==> config.mk <==
export PLATFORM = sky130hd
export DESIGN_NAME = axi_alu_unit
export DESIGN_NICKNAME = d
export VERILOG_FILES = /design/src/rtl/axi_alu_unit.sv
export SDC_FILE = /design/constraint.sdc
export NUM_CORES = 1
export LEC_CHECK = 0
export CORE_ASPECT_RATIO = 1.2
export CORE_UTILIZATION = 60
export DETAILED_ROUTE_END_ITERATION = 10
export PLACE_DENSITY = 0.83
export SYNTH_ARGS = -nofsm -noshare
export SYNTH_HDL_FRONTEND = slang
export SYNTH_SLANG_ARGS = --single-unit
==> constraint.sdc <==
create_clock -name clk -period 4.3 [get_ports clk]
set_clock_uncertainty 0.2 [all_clocks]
set_input_delay 0.43 -clock clk [delete_from_list [all_inputs] [get_ports clk]]
set_output_delay 0.43 -clock clk [all_outputs]
set_load 0.02 [all_outputs]
==> src/rtl/axi_alu_unit.sv <==
// Frame-driven ALU: pops {opcode, A, B} beats and presents a carry-extended result on a valid/ready channel.
// Optional zero/illegal status flags are built only when `define ALU_STATUS_EN is set.
module axi_alu_unit #(
    parameter int DATA_W = 8,
    parameter int CNT_W  = 16
) (
    input  logic              clk,
    input  logic              reset,
    input  logic [DATA_W-1:0] s_data,
    input  logic              s_valid,
    output logic              s_ready,
    output logic [DATA_W:0]   m_data,
    output logic              m_valid,
    input  logic              m_ready,
    output logic              busy,
    output logic [CNT_W-1:0]  op_count
`ifdef ALU_STATUS_EN
    ,
    output logic [1:0]        status
`endif
);
    localparam int SH_W = (DATA_W > 1) ? $clog2(DATA_W) : 1;

    typedef enum logic [1:0] {IDLE, GET_A, GET_B, OUT} state_t;

    state_t            state;
    logic [2:0]        opcode;
    logic              illegal;
    logic [DATA_W-1:0] a_reg;
    logic [DATA_W:0]   result;
    logic              s_fire;
    logic              m_fire;

    // Operands are zero-extended by one bit so the MSB carries carry/borrow/shift-out.
    function automatic logic [DATA_W:0] alu_result(
        input logic [2:0]        op,
        input logic              bad,
        input logic [DATA_W-1:0] a,
        input logic [DATA_W-1:0] b
    );
        logic [DATA_W:0] ax;
        logic [DATA_W:0] bx;
        logic [SH_W-1:0] sh;
        ax = {1'b0, a};
        bx = {1'b0, b};
        sh = b[SH_W-1:0];
        alu_result = '0;
        if (!bad) begin
            case (op)
                3'd0:    alu_result = ax + bx;
                3'd1:    alu_result = ax - bx;
                3'd2:    alu_result = ax & bx;
                3'd3:    alu_result = ax | bx;
                3'd4:    alu_result = ax ^ bx;
                3'd5:    alu_result = ax << sh;
                3'd6:    alu_result = ax >> sh;
                default: alu_result = ax;
            endcase
        end
    endfunction

    assign s_fire = s_valid && s_ready;
    assign m_fire = m_valid && m_ready;
    assign result = alu_result(opcode, illegal, a_reg, s_data);

    always_ff @(posedge clk or negedge reset) begin
        if (!reset) begin
            state    <= IDLE;
            s_ready  <= 1'b1;
            m_valid  <= 1'b0;
            busy     <= 1'b0;
            m_data   <= '0;
            op_count <= '0;
            opcode   <= '0;
            illegal  <= 1'b0;
            a_reg    <= '0;
`ifdef ALU_STATUS_EN
            status   <= 2'b00;
`endif
        end else begin
            case (state)
                IDLE: begin
                    if (s_fire) begin
                        opcode  <= s_data[2:0];
                        illegal <= |s_data[DATA_W-1:3];
                        busy    <= 1'b1;
                        state   <= GET_A;
                    end
                end
                GET_A: begin
                    if (s_fire) begin
                        a_reg <= s_data;
                        state <= GET_B;
                    end
                end
                GET_B: begin
                    if (s_fire) begin
                        m_data  <= result;
                        m_valid <= 1'b1;
                        s_ready <= 1'b0;
                        state   <= OUT;
`ifdef ALU_STATUS_EN
                        status  <= {illegal, (result == '0)};
`endif
                    end
                end
                OUT: begin
                    // No bypass: the next opcode can only be taken the cycle after the handshake.
                    if (m_fire) begin
                        m_valid <= 1'b0;
                        s_ready <= 1'b1;
                        busy    <= 1'b0;
                        state   <= IDLE;
                        if (op_count != {CNT_W{1'b1}}) begin
                            op_count <= op_count + 1'b1;
                        end
                    end
                end
                default: begin
                    state <= IDLE;
                end
            endcase
        end
    end

endmodule

; ---- After elaboration in Yosys (flattened, before gate mapping)
; Cells that the tools add are included.
[word_totals]
word_cells = 59
reg_bits = 42
[op_classes]
mux = 14
n_addsub = 3
eq_ne = 14
bitwise = 3
n_reduce_logical = 14
shift = 2
[op_table]
columns = cell, n
row1 = case mux 9 bit (7 select lines), 1
row2 = "adder 16 x 1 -> 16 bit, second input constant", 1
row3 = "!= test 16 bit, second input constant", 1
row4 = adder 8 x 8 -> 9 bit, 1
row5 = "== test 3 bit, second input constant", 3
row6 = 2-to-1 mux 9 bit, 1
row7 = AND reduction 3 bit, 3
row8 = << shifter 8 x 3 -> 9 bit, 1
row9 = >> shifter 8 x 3 -> 9 bit, 1
row10 = subtractor 8 x 8 -> 9 bit, 1
row11 = AND 8 bit, 1
row12 = 2-to-1 mux 2 bit, 4
row13 = "!= test 2 bit, second input constant", 4
row14 = OR 8 bit, 1
row15 = case mux 2 bit (4 select lines), 1
row16 = XOR 8 bit, 1
row17 = "== test 3 x 2 -> 1 bit, second input constant", 2
row18 = case mux 1 bit (2 select lines), 3
row19 = AND reduction 2 bit, 3
row20 = OR reduction 5 bit, 1
row21 = "== test 2 bit, second input constant", 2
row22 = 2-to-1 mux 1 bit, 4
row23 = AND reduction 4 bit, 1
row24 = nonzero test 2 bit, 2
row25 = 5 further kinds, 6

; ---- Logic depth before layout (Yosys ltp)
[depth]
ltp_word = 3
mapped_depth = 12
mapped_depth_nobuf = 10

; ---- Worst setup path after synthesis
; OpenSTA, ideal clock, no wires.
[synth_path]
path_kind = input -> register
startpoint = input port s_data[0]
endpoint = register m_data[7]
cell_stages = 12
arrival_ns = 2.733
required_time_ns = 3.971
setup_slack_ns = 1.238
path_cell_list = buf_4 > buf_4 > clkinv_1 > ha_1 > a31oi_1 > xnor2_1 > ha_1 > a21o_1 > a21oi_1 > a21boi_0 > mux2i_1 > a22oi_1
[synth_between]
elab_chain_cells = 3
elab_cells_between_ends = 6
[synth_rtl]
columns = element, line
row1 = from (decl), 9  ; input logic [DATA_W-1:0] s_data,
row2 = "subtractor 8 x 8 -> 9 bit, or another cell as far along", 51  ; 3'd1: alu_result = ax - bx;
row3 = case mux 9 bit (7 select lines) (*), 49  ; case (op)
row4 = 2-to-1 mux 9 bit (*), 48  ; if (!bad) begin
row5 = to (signal assigned), 98  ; m_data <= result;
row6 = to (decl), 12  ; output logic [DATA_W:0] m_data,
; Mark *: on every way between the ends. The rest lies on a longest branch, timed or not.
; A chain may end at the register's enable or synchronous reset.

; ---- Worst setup path in the final report
; Ends and elaborated chain as after synthesis.

==> results.json <==
{
  "synth.most_common_cell": "dfrtp_1",
  "finalSetupTns_ns": 0,
  "crit_type": "in2reg",
  "wl_met1_um": 3681,
  "synth.avg_cell_area_um2": 9.003,
  "internal_power_uw": 545.9,
  "htree_levels": 2,
  "final_max_slew_viol_count": 0,
  "detail-route-antenna-nets": 0,
  "sw_frac_of_total": 0.2605,
  "dieArea_mm2": 0.006133,
  "synth_ff_type": "dfrtp_1",
  "track_usage": 0.3235,
  "drt_iter0_markers": 262,
  "cap_violations": 0,
  "syn-num-nets": 433,
  "top_layer": "met4",
  "reg2reg_from": "opcode[0]$_DFFE_PN0P_",
  "place_area_mm2": 0.003930,
  "grt_max_degree": 43,
  "dr.pass1.iters": 5,
  "power.density_mw_per_mm2": 184.0,
  "yosysSeqAreaShare": 0.3012,
  "multiInputGateArea_mm2": 0.002247,
  "critical_path_buf_inv_count": 2,
  "diodes": 0,
  "largest_register_ff_count": 16,
  "fin_crit_ns": 3.133,
  "wl_met3_um": 770,
  "yosysTopAreaCellShare": 0.2937,
  "clock_sinks": 42,
  "drive_gt1_frac": 0.08706,
  "path_cells": "clkdlybuf4s50_1, clkinv_1, ha_1, a31oi_1, xnor2_1, ha_1, a21o_1, a21oi_1, a21boi_0, mux2i_1, a22oi_1",
  "grt_pass1_wl_um": 15430,
  "critPathMaxStageDelay_ns": 0.48,
  "io_buffers": 39,
  "cpMostUsedCell": "ha_1",
  "initial_utilization": 0.6204,
  "antenna_found_initial": 0,
  "r2r_cells": 9,
  "cts_tree": "done",
  "fin_util": 0.7127,
  "synth-seq-cells": 42,
  "wl_per_cell_um": 19.30,
  "place.detailed.hpwl_um": 6830,
  "ys_types": 59,
  "synth-edff-count": 0,
  "peakVddDrop_v": 0.0001126,
  "p_sw_uw": 192.3,
  "comb_power_share": 0.125,
  "cts_hold_buf": 0,
  "cts_setup_buffers": 0,
  "critPathCaptureType": "register",
  "viasPerCell": 6.667,
  "timing.fmax_ghz": 0.3192,
  "finalHoldViolations": 0,
  "fp.dieW_um": 71.66,
  "cts_made_buffers": 5,
  "finalSetupViolations": 0,
  "r2r_end": "m_data[8]$_DFFE_PN0P_",
  "synth_common_cells": "dfrtp_1, nand2_1, o21ai_0",
  "rows": 30,
  "ioPinCount": 40,
  "crit_required_ns": 4.28,
  "rsz0062_at_grt": "false",
  "maxSlewHeadroom": 0.3732,
  "vias": 3260,
  "crit_fanout": 9,
  "seq_power_share": 0.534,
  "synthCells": 388,
  "coreArea_mm2": 0.005630,
  "worst_pin_slew_ns": 0.9402,
  "synthesis.area_mm2": 0.003493,
  "status": "completed",
  "syn2layout_area_growth_pct": 14.86,
  "clk_latency_ns": 0.30,
  "clock_power_share": 0.340,
  "p_leak_uw": 0.001752,
  "grt_pass1_vias": 3136,
  "critical-path-top-delay-family": "compound AO/OA/AOI/OAI gates",
  "synthArstFlopShare": 1.000,
  "crit_arrival_ns": 3.12,
  "regArea_mm2": 0.001052,
  "gp_congestion": 0.9502,
  "overflow": 0,
  "fp.dieH_um": 85.59,
  "yosys_warnings": 0,
  "cts.clk_slew.worst_paths_ns": 0.09,
  "drt-total-wl_um": 9437,
  "fin_area_mm2": 0.004013,
  "cp_slowest_cell": "clkdlybuf4s50_1",
  "critPathLaunchType": "primary input",
  "post-route-period-util": 0.7286,
  "cts_resized": 0,
  "drcViolationCount": 0,
  "dr_wl_met2_um": 4537,
  "cts_max_path_buffers": 2,
  "synth_top_area_cell": "dfrtp_1",
  "hp-class": "in2async",
  "fill_cells": 451,
  "root_buffer": "clkbuf_8",
  "netlist_top_cells_area": "dfrtp_1, ha_1, o21ai_0",
  "nets": 469,
  "reg2reg_slack_ns": 1.40
}
-- stage by stage --
step	cells	hold WS [ns]	power, µW	worst slack, ns
4_1_cts	489	0.1051	739.4	1.165
3_3_place_gp	481	0.2703	491.4	0.9327
2_1_floorplan	388	-0.06559	457.4	1.238
6_report	489	0.07098	738.3	1.167
3_5_place_dp	481	0.2903	493.8	0.8454
5_1_grt	489	0.1432	766.0	0.9701
-- worst reg2reg max path, stage by stage, from the launching register on --
cell      delay, ns
dfrtp_1        0.35
inv_1          0.10
nor3_2         0.48
mux2_2         0.42
fa_1           0.41
nor2b_1        0.23
o21ai_0        0.17
a21o_1         0.22
a31oi_1        0.14
nand2b_1       0.07
-- per-layer routing --
layer | GRT usage | up-vias
met1 | 0.4071 | 1543
met3 | 0.04818 | 43
met4 | 0.1604 | 0
li1 | - | 1477
met2 | 0.5403 | 197
met5 | 0 | -
-- layout by cell type, fill, tap and decap left out, drive strengths merged, types with 3 or more instances in the layout --
master,count
a31oi,7
dfrtp,41
nor3b,3
a211oi,3
mux2i,7
nand2b,5
inv,28
nor3,8
a21o,4
o211ai,5
a22o,3
xnor2,18
mux2,8
nor2b,11
ha,32
o311ai,3
clkdlybuf4s50,38
nor4,3
mux4,7
nor2,16
o21ai,33
nor4b,3
a21oi,14
nand3,15
buf,8
clkinv,4
xor2,5
clkbuf,6
nand2,40
and3,5
a22oi,4
nand4,4
o221ai,7
-- power groups by stage --
stage	sequential [µW]	clock, µW	combinational (µW)
6_report	395	251	92.4
5_1_grt	395	269	102
4_1_cts	395	253	91.9
3_5_place_dp	402	0	91.4
3_3_place_gp	402	0	88.9
2_1_floorplan	403	0	54.8
-- layout make-up --
| type | count | share of cell area |
|---|---|---|
| clock buffer | 6 | 0.01809 |
| sequential | 42 | 0.2622 |
| clock inverter | 2 | 0.002495 |
| tap | 64 | 0.01996 |
| multi-input combinational | 299 | 0.5600 |
| inverter | 30 | 0.02806 |
| timing repair buffer | 46 | 0.1091 |
-- worst max path at each step --
stage | from | endpoint | cells past startpoint
4_1_cts | s_data[0] | m_data[7]$_DFFE_PN0P_ | 11
3_3_place_gp | s_data[0] | m_data[7]$_DFFE_PN0P_ | 11
2_1_floorplan | s_data[0] | m_data[7]$_DFFE_PN0P_ | 12
3_5_place_dp | s_data[0] | m_data[7]$_DFFE_PN0P_ | 11
5_1_grt | s_data[0] | m_data[7]$_DFFE_PN0P_ | 11
6_report | s_data[0] | m_data[7]$_DFFE_PN0P_ | 11
-- logic make-up after synthesis --
group | share of synthesized area
adders and majority gates | 0.1203
and+or+nand+nor | 0.1859
DFF | 0.3012
xor gates and xnor gates | 0.05766
buffers and inverters | 0.05552
muxes | 0.09205
AOI/OAI and AO/OA | 0.1873
(Power assumes the default switching activity.)
